$ cat config.mk
export PLATFORM = sky130hd
export DESIGN_NAME = fu_issue_scheduler
export DESIGN_NICKNAME = d
export VERILOG_FILES = /design/src/rtl/fu_issue_scheduler.sv
export SDC_FILE = /design/constraint.sdc
export NUM_CORES = 1
export LEC_CHECK = 0
export ABC_AREA = 1
export CORE_ASPECT_RATIO = 0.5
export CORE_UTILIZATION = 45
export CTS_BUF_LIST = sky130_fd_sc_hd__clkbuf_2
export DETAILED_ROUTE_END_ITERATION = 16
export GPL_TIMING_DRIVEN = 0
export PLACE_DENSITY = 0.79
export SLEW_MARGIN = 20
export SYNTH_ARGS = -nofsm -noshare
export SYNTH_HDL_FRONTEND = slang
export SYNTH_SLANG_ARGS = --single-unit
$ cat constraint.sdc
create_clock -name clk -period 2.9 [get_ports clk]
set_input_delay 0.725 -clock clk [delete_from_list [all_inputs] [get_ports clk]]
set_output_delay 0.725 -clock clk [all_outputs]
set_load 0.005 [all_outputs]
$ cat src/rtl/fu_issue_scheduler.sv
// Round-robin issue scheduler sharing one multi-cycle, non-pipelined functional unit
// among NUM_RS reservation stations, with a held CDB result request.
`ifndef ROB_TAG_LEN
`define ROB_TAG_LEN 6
`endif

module fu_issue_scheduler #(
    parameter int NUM_RS     = 4,
    parameter int FU_LATENCY = 3,
    parameter int TAG_W      = `ROB_TAG_LEN
) (
    input  logic                      clk,
    input  logic                      reset,
    input  logic [NUM_RS-1:0]         rs_req,
    input  logic [NUM_RS*TAG_W-1:0]   rs_rd_tag,
    input  logic                      flush,
    input  logic                      cdb_ack,
    output logic [NUM_RS-1:0]         rs_exec_stall,
    output logic                      issue_valid,
    output logic [$clog2(NUM_RS)-1:0] issue_sel,
    output logic                      fu_busy,
    output logic                      cdb_req,
    output logic [TAG_W-1:0]          cdb_tag
);

    localparam int SEL_W = $clog2(NUM_RS);
    localparam int CNT_W = (FU_LATENCY > 1) ? $clog2(FU_LATENCY) : 1;

    typedef enum logic [1:0] {
        ST_IDLE = 2'd0,
        ST_EXEC = 2'd1,
        ST_DONE = 2'd2
    } state_t;

    state_t             state_r, state_nxt_s;
    logic [CNT_W-1:0]   cnt_r, cnt_nxt_s;
    logic [SEL_W-1:0]   rr_ptr_r;
    logic [TAG_W-1:0]   tag_q_r;

    logic               can_issue_s;
    logic               found_s;
    logic               grant_s;
    logic [SEL_W-1:0]   grant_idx_s;
    logic [SEL_W:0]     scan_idx_s;
    logic [SEL_W-1:0]   next_ptr_s;
    logic [NUM_RS-1:0]  stall_s;

    // A DONE unit frees up in the very cycle its result is accepted, giving zero-bubble reuse.
    assign can_issue_s = !flush && ((state_r == ST_IDLE) || ((state_r == ST_DONE) && cdb_ack));

    // Round-robin scan: first requester at or after rr_ptr, wrapping modulo NUM_RS.
    always_comb begin
        found_s     = 1'b0;
        grant_idx_s = '0;
        scan_idx_s  = '0;
        for (int k = 0; k < NUM_RS; k++) begin
            scan_idx_s = {1'b0, rr_ptr_r} + (SEL_W+1)'(k);
            if (scan_idx_s >= (SEL_W+1)'(NUM_RS)) begin
                scan_idx_s = scan_idx_s - (SEL_W+1)'(NUM_RS);
            end else begin
                scan_idx_s = scan_idx_s;
            end
            if (!found_s && rs_req[scan_idx_s[SEL_W-1:0]]) begin
                found_s     = 1'b1;
                grant_idx_s = scan_idx_s[SEL_W-1:0];
            end else begin
                found_s     = found_s;
                grant_idx_s = grant_idx_s;
            end
        end
    end

    assign grant_s = can_issue_s && found_s;

    // Pointer advance past the granted station.
    always_comb begin
        if (grant_idx_s == SEL_W'(NUM_RS - 1)) begin
            next_ptr_s = '0;
        end else begin
            next_ptr_s = grant_idx_s + SEL_W'(1);
        end
    end

    // Only the granted station may release its entry.
    always_comb begin
        stall_s = {NUM_RS{1'b1}};
        if (grant_s) begin
            stall_s[grant_idx_s] = 1'b0;
        end else begin
            stall_s = {NUM_RS{1'b1}};
        end
    end

    // FSM next-state: flush dominates, then a grant, then normal progression.
    always_comb begin
        state_nxt_s = state_r;
        cnt_nxt_s   = cnt_r;
        if (flush) begin
            state_nxt_s = ST_IDLE;
            cnt_nxt_s   = '0;
        end else if (grant_s) begin
            if (FU_LATENCY == 1) begin
                state_nxt_s = ST_DONE;
                cnt_nxt_s   = '0;
            end else begin
                state_nxt_s = ST_EXEC;
                cnt_nxt_s   = CNT_W'(FU_LATENCY - 1);
            end
        end else begin
            case (state_r)
                ST_IDLE: begin
                    state_nxt_s = ST_IDLE;
                end
                ST_EXEC: begin
                    cnt_nxt_s = cnt_r - CNT_W'(1);
                    if (cnt_r == CNT_W'(1)) begin
                        state_nxt_s = ST_DONE;
                    end else begin
                        state_nxt_s = ST_EXEC;
                    end
                end
                ST_DONE: begin
                    if (cdb_ack) begin
                        state_nxt_s = ST_IDLE;
                    end else begin
                        state_nxt_s = ST_DONE;
                    end
                end
                default: begin
                    state_nxt_s = ST_IDLE;
                    cnt_nxt_s   = '0;
                end
            endcase
        end
    end

    // FSM state and occupancy counter registers.
    always_ff @(posedge clk or negedge reset) begin
        if (!reset) begin
            state_r <= ST_IDLE;
            cnt_r   <= '0;
        end else begin
            state_r <= state_nxt_s;
            cnt_r   <= cnt_nxt_s;
        end
    end

    // Captured destination tag and round-robin pointer; both change only on a grant.
    always_ff @(posedge clk or negedge reset) begin
        if (!reset) begin
            tag_q_r  <= '0;
            rr_ptr_r <= '0;
        end else if (grant_s) begin
            tag_q_r  <= rs_rd_tag[grant_idx_s*TAG_W +: TAG_W];
            rr_ptr_r <= next_ptr_s;
        end else begin
            tag_q_r  <= tag_q_r;
            rr_ptr_r <= rr_ptr_r;
        end
    end

    assign rs_exec_stall = stall_s;
    assign issue_valid   = grant_s;
    assign issue_sel     = grant_s ? grant_idx_s : '0;
    assign fu_busy       = (state_r != ST_IDLE);
    assign cdb_req       = (state_r == ST_DONE);
    assign cdb_tag       = tag_q_r;

endmodule
==> results.tsv, run 1 <==
metric	value	unit
vias	1551	
routability congestion estimate	0.8132	
first-pass GRT wire length	5.885	mm
I/O Pins	47	
critical path, cell by cell	inv_4 -> nand2_2 -> nand2_4 -> nand2_2 -> nand2_2 -> nor2_4 -> nand2_2 -> or2_4 -> nand2_4 -> buf_6 -> buf_6 -> nor2_4 -> nand2_1 -> buf_2	
Post-synth EDFFs	0	
multi-input logic area	913.4	sq um
Starting Density	50.16	%
die width	74.03	microns
Synth Flop Type	dfrtp_1	
most frequent CP cell	nand2_2	
Synth top area share	25.72	%
DRT iter0 DRCs	129	
cell count after synthesis	189	
Hold Crit Class	register to register	
Leak	1.053	nW
Final Critical Period	2.950	ns
Pins Over Slew Limit	0	
register area share after synthesis	25.72	%
Synth cell types	24	
Worst IR Drop VDD	0.8738	mV
critical path startpoint category	register	
CP bufs+invs	4	
run status	finished with violations	
Pint	1.262	mW
worst slack, placed	-0.7963	ns
largest net degree at the start of global routing	13	
All-Layer GR Usage	28.33	%
PortBufs	46	
crit-path max FO	6	
vias per inst	5.240	
Worst-path clk slew	0.16	ns
area leader, netlist	dfrtp_1	
Crit path max-delay family	simple AND/OR/NAND/NOR gates	
fmax	0.3390	GHz
area growth from synthesis to layout	76.31	%
max_cap viols	0	
Synth Register Bits	12	
drt drc	0	
WL final	4.474	mm
Placed Cells	270	
pwr/cell area	1289	mW/mm^2
crit path max-delay cell type	dfrtp_2	
Row Count	12	
Diodes inserted	0	
Final #Nets	299	
Psw	1.390	mW
worst hold stages	2	
Fin Clk Skew	0.01917	ns
antenna violations before repair	0	
RSZ-0062 raised after global routing	yes	
setup slack, reg-to-reg	0.75	ns
TritonCTS clock tree	done	
crit path DAT	2.22	ns
worst r2r src	rr_ptr_r[1]$_DFFE_PN0P_	
Post-synth top cells	nand2_1 (71), inv_1 (34), nand3_1 (26)	
Async S/R FF share, synth	100.0	%
Min-Delay Endpoint	cdb_tag[3]$_DFFE_PN0P_	
# setup viols final	3	
clock sinks	12	
DR WL/cell	15.11	microns
cell area after synthesis	0.001167	sq mm
CTS Root Cell	clkbuf_2	
Gate power share	83.9	%
failing checks	negative setup slack	
H-Tree Level Count	1	
Slew headroom	61.48	%
DRT antenna net count	0	
Switching Fraction	52.40	%
Final WS setup	-0.04968	ns
FILL cells	130	
kind of critical path	register to primary output	
clock power share	3.7	%
drt pass-1 iters	4	
sequential power share	12.4	%
reg2reg path depth	13	
CTS Buf Count	3	
FF+latch area	302.8	sq um
Layout Cells excl Fill	296	
Clock Tree Buf Depth	2	
clk_lat worst skew	0.30	ns
Crit path required time	2.17	ns
most numerous cell in the Yosys netlist	nand2_1	
Ys Warns	0	
Setup crit end kind	primary output	
HP Start	cdb_tag[3]$_DFFE_PN0P_	
die height	38.02	microns
Hold Vio Cnt, Final	0	
proportion of layout cells with a drive suffix above 1	36.40	%
syn_nets	226	
GRT overflow	0	
die area	0.002814	sq mm
Worst-Margin Slew	0.5760	ns
Critical Path Max Stage Delay	0.52	ns
Crit Reg-Reg Endpoint	cnt_r[1]$_DFFE_PN0P_	
mean post-synth cell area	6.177	sq um
vias in the first global route	1331	
core area	0.002327	sq mm
fin crit share	101.7	%
CTS Hold Bufs	0	
HPWL after DPL	2.454	mm
Synth area leaders	dfrtp_1 (26%), nand2_1 (23%), nand3_1 (11%)	
power by group through the flow:
stage | sequential [mW] | combinational (mW) | clock, mW
3_3_place_gp | 0.295 | 1.37 | 0
5_1_grt | 0.333 | 2.39 | 0.101
6_report | 0.329 | 2.22 | 0.0977
2_1_floorplan | 0.294 | 0.963 | 0
3_5_place_dp | 0.300 | 1.40 | 0
4_1_cts | 0.299 | 1.79 | 0.0930
worst reg2reg max path, stage by stage (launching register included):
cell	delay [ns]
dfrtp_2	0.52
inv_4	0.10
nand2_2	0.09
nand2_4	0.07
nand2_2	0.08
nand2_2	0.07
nor2_4	0.15
nand2_2	0.09
or2_4	0.25
nand2_4	0.09
buf_6	0.12
buf_6	0.10
buf_4	0.17
o21ai_0	0.14
how the worst max path moves through the flow:
stage | to | start | cells after the start | slack (ns)
after floorplan | rs_exec_stall[3] | rs_req[1] | 10 | 0.39
after global placement | rs_exec_stall[3] | rs_req[1] | 13 | -0.70
after detailed placement | rs_exec_stall[3] | rs_req[0] | 13 | -0.80
after CTS | rs_exec_stall[1] | rs_req[3] | 14 | 0.006
after global routing | rs_exec_stall[1] | rr_ptr_r[1]$_DFFE_PN0P_ | 14 | -0.13
final | rs_exec_stall[1] | rr_ptr_r[1]$_DFFE_PN0P_ | 14 | -0.05
timing repair:
item / 4_1_cts / 5_1_grt
resized for setup: 75 / 37
gates cloned: 0 / 1
endpoints found under the setup margin: 7 / 7
buffers inserted: 14 / 7
pin swaps: 18 / 13
placed cells by master, fill, tap and decap left out, types with 2 or more instances in the layout:
cell / instances
a21oi_2: 3
inv_4: 3
nand2_1: 52
buf_2: 8
or2_0: 3
a21oi_1: 2
dfrtp_1: 10
inv_2: 5
nand2_2: 13
nor3_1: 2
buf_6: 5
buf_4: 19
nand2_4: 11
ha_1: 4
inv_1: 28
nand3_1: 21
clkbuf_2: 4
nand3_4: 3
dfrtp_2: 2
nand3_2: 4
o21ai_0: 3
clkdlybuf4s50_1: 35
nor2_4: 8
metal layers:
metal	vias up	routed length, microns	global-route usage (%)
met2	108	2155	54.32
met5	-	0	0
met4	0	142	10.10
li1	730	-	-
met3	20	386	3.684
met1	693	1791	33.17
kinds of logic after synthesis:
family / Yosys count / synth area share [%]
AO/OA/AOI/OAI: 12 / 6.003
adder cells (fa/ha/maj): 5 / 5.359
buffers and inverters: 40 / 15.11
flip-flops: 12 / 25.72
AND/OR/NAND/NOR: 120 / 47.80
cell type report:
cell class | instances | share of cell area (%)
Timing Repair Buffer | 68 | 28.69
Sequential cell | 12 | 14.71
Clock inverter | 1 | 0.1824
Buffer | 3 | 1.824
Clock buffer | 3 | 0.7295
Inverter | 37 | 7.356
Multi-Input combinational cell | 137 | 44.38
Tap cell | 35 | 2.128
state kept, by name, indices dropped and copies added (netlist names):
signal    flops
cnt_r         2
state_r       2
rr_ptr_r      2
cdb_tag       6
per-stage QoR:
step	TNS [ns]	power, mW	util, %	hold slack [ns]	instance area (sq um)
6_report	-0.06241	2.652	88.44	0.5105	2058
2_1_floorplan	0	1.257	-	0.4294	1167
3_5_place_dp	-4.435	1.703	71.83	0.4818	1672
4_1_cts	0	2.187	81.99	0.5116	1908
5_1_grt	-0.5080	2.820	88.44	0.5367	2058
3_3_place_gp	-3.995	1.663	71.83	0.4663	1672
Note: power is estimated with default switching activity, not from simulation.
==> run 2, diff against run 1 <==
--- a/config.mk
+++ b/config.mk
@@ -11,6 +11,7 @@
 export CTS_BUF_LIST = sky130_fd_sc_hd__clkbuf_2
 export DETAILED_ROUTE_END_ITERATION = 16
 export GPL_TIMING_DRIVEN = 0
+export HOLD_SLACK_MARGIN = 0.02
 export PLACE_DENSITY = 0.79
 export SLEW_MARGIN = 20
 export SYNTH_ARGS = -nofsm -noshare
==> results of run 2 <==
Final layout, timing and power as in run 1 (identical DEF).
==> run 3, diff against run 2 <==
--- a/config.mk
+++ b/config.mk
@@ -8,7 +8,7 @@
 export ABC_AREA = 1
 export CORE_ASPECT_RATIO = 0.5
 export CORE_UTILIZATION = 45
-export CTS_BUF_LIST = sky130_fd_sc_hd__clkbuf_2
+export CTS_BUF_LIST = sky130_fd_sc_hd__clkbuf_4 sky130_fd_sc_hd__clkbuf_8
 export DETAILED_ROUTE_END_ITERATION = 16
 export GPL_TIMING_DRIVEN = 0
 export HOLD_SLACK_MARGIN = 0.02
==> results.tsv, run 3 (synthesized netlist as in run 1, its figures left out) <==
metric	value	unit
GRT overflow	0	
Placed Cells	270	
Psw	1.410	mW
pwr/cell area	1336	mW/mm^2
Final Util	87.96	%
dpl cell area	0.001672	sq mm
Starting Density	50.16	%
Worst-Margin Slew	0.6042	ns
I/O Pins	47	
Pins Over Slew Limit	0	
clock power share	6.9	%
Worst IR Drop VDD	0.9414	mV
sequential power share	11.8	%
multi-input logic area	862.1	sq um
H-Tree Level Count	1	
Setup crit end kind	primary output	
CTS Buf Count	3	
WHS	0.5100	ns
drt drc	0	
commonest non-fill, non-tap cells in the layout	nand2_1 (58), clkdlybuf4s50_1 (35), inv_1 (28)	
Fin Clk Skew	0.002474	ns
Pint	1.325	mW
HPWL after DPL	2.454	mm
vias per inst	5.500	
Largest register FFs	6	
proportion of layout cells with a drive suffix above 1	34.98	%
Final #Nets	301	
run status	complete, no violations	
Final WS setup	0.005473	ns
WL final	4.908	mm
Crit path required time	2.17	ns
clk_lat worst skew	0.24	ns
crit path DAT	2.17	ns
core area	0.002327	sq mm
Leak	1.065	nW
fin crit share	99.81	%
Hold Crit Class	register to register	
antenna violations before repair	0	
CTS Root Cell	clkbuf_8	
Layout Cells excl Fill	298	
crit-path max FO	3	
FILL cells	124	
critical path startpoint category	input port	
Hold Vio Cnt, Final	0	
FF+latch area	302.8	sq um
die height	38.02	microns
area growth from synthesis to layout	75.35	%
Switching Fraction	51.55	%
clock sinks	12	
routability congestion estimate	0.8132	
Slew headroom	59.59	%
total power	2.734	mW
kind of critical path	input port to primary output	
vias	1639	
die width	74.03	microns
vias in the first global route	1336	
commonest non-fill, non-tap cell in the layout	nand2_1	
# setup viols final	0	
DRT iter0 DRCs	131	
PortBufs	46	
DRT antenna net count	0	
fmax	0.3455	GHz
drt pass-1 iters	4	
TritonCTS clock tree	done	
design area	0.002047	sq mm
Worst-path clk slew	0.06	ns
Gate power share	81.3	%
largest net degree at the start of global routing	13	
Clock Tree Buf Depth	2	
setup tns final	0	ns
Diodes inserted	0	
All-Layer GR Usage	28.31	%
worst slack, placed	-0.7963	ns
max_cap viols	0	
Row Count	12	
die area	0.002814	sq mm
first-pass GRT wire length	5.961	mm
Final Critical Period	2.895	ns
DR WL/cell	16.47	microns
[run 3: timing repair]
item | in CTS | in global routing
resized for setup | 75 | 18
gates cloned | 0 | 1
setup buffers | 14 | 9
pin swaps | 18 | 9
hold buffers | 0 | 0
endpoints found under the setup margin | 7 | 7
[run 3: area by class of cell]
class	count	share of cell area (%)
multi-input cells	137	42.11
repair buffers	70	29.28
flip-flops and latches	12	14.79
inverters	37	7.152
clock buffers	4	2.689
well taps	35	2.139
plain buffers	3	1.834
[run 3: worst max-delay path, stage by stage]
cell	delay, ns
clkdlybuf4s50_1	0.49
nand2_1	0.07
a21oi_2	0.22
nand2_4	0.10
buf_6	0.14
buf_6	0.11
nor2_4	0.12
nand2_1	0.07
buf_2	0.12
[run 3: final timing paths]
path / cells past startpoint / slack [ns] / end / startpoint
worst min-delay path: 2 / 0.51 / cdb_tag[3]$_DFFE_PN0P_ / cdb_tag[3]$_DFFE_PN0P_
min in group asynchronous: 1 / 0.86 / state_r[1]$_DFF_PN0_ / reset
max in group asynchronous: 1 / 1.61 / rr_ptr_r[0]$_DFFE_PN0P_ / reset
worst max-delay path: 9 / 0.005 / rs_exec_stall[1] / cdb_ack
worst min register to register: 2 / 0.51 / cdb_tag[3]$_DFFE_PN0P_ / cdb_tag[3]$_DFFE_PN0P_
worst max register to register: 13 / 0.76 / cnt_r[1]$_DFFE_PN0P_ / rr_ptr_r[0]$_DFFE_PN0P_
[run 3: power by group through the flow]
stage / clock network (mW) / logic (mW) / registers, mW
2_1_floorplan: 0 / 0.963 / 0.294
3_3_place_gp: 0 / 1.37 / 0.295
3_5_place_dp: 0 / 1.40 / 0.300
4_1_cts: 0.187 / 1.81 / 0.301
5_1_grt: 0.195 / 2.36 / 0.328
6_report: 0.188 / 2.22 / 0.323
[run 3: metal layers]
| metal | wire (microns) | global-route usage, % | vias up |
|---|---|---|---|
| met4 | 274 | 8.173 | 0 |
| met2 | 2302 | 54.09 | 142 |
| met5 | 0 | 0 | - |
| li1 | - | - | 734 |
| met3 | 505 | 4.737 | 36 |
| met1 | 1825 | 33.28 | 727 |
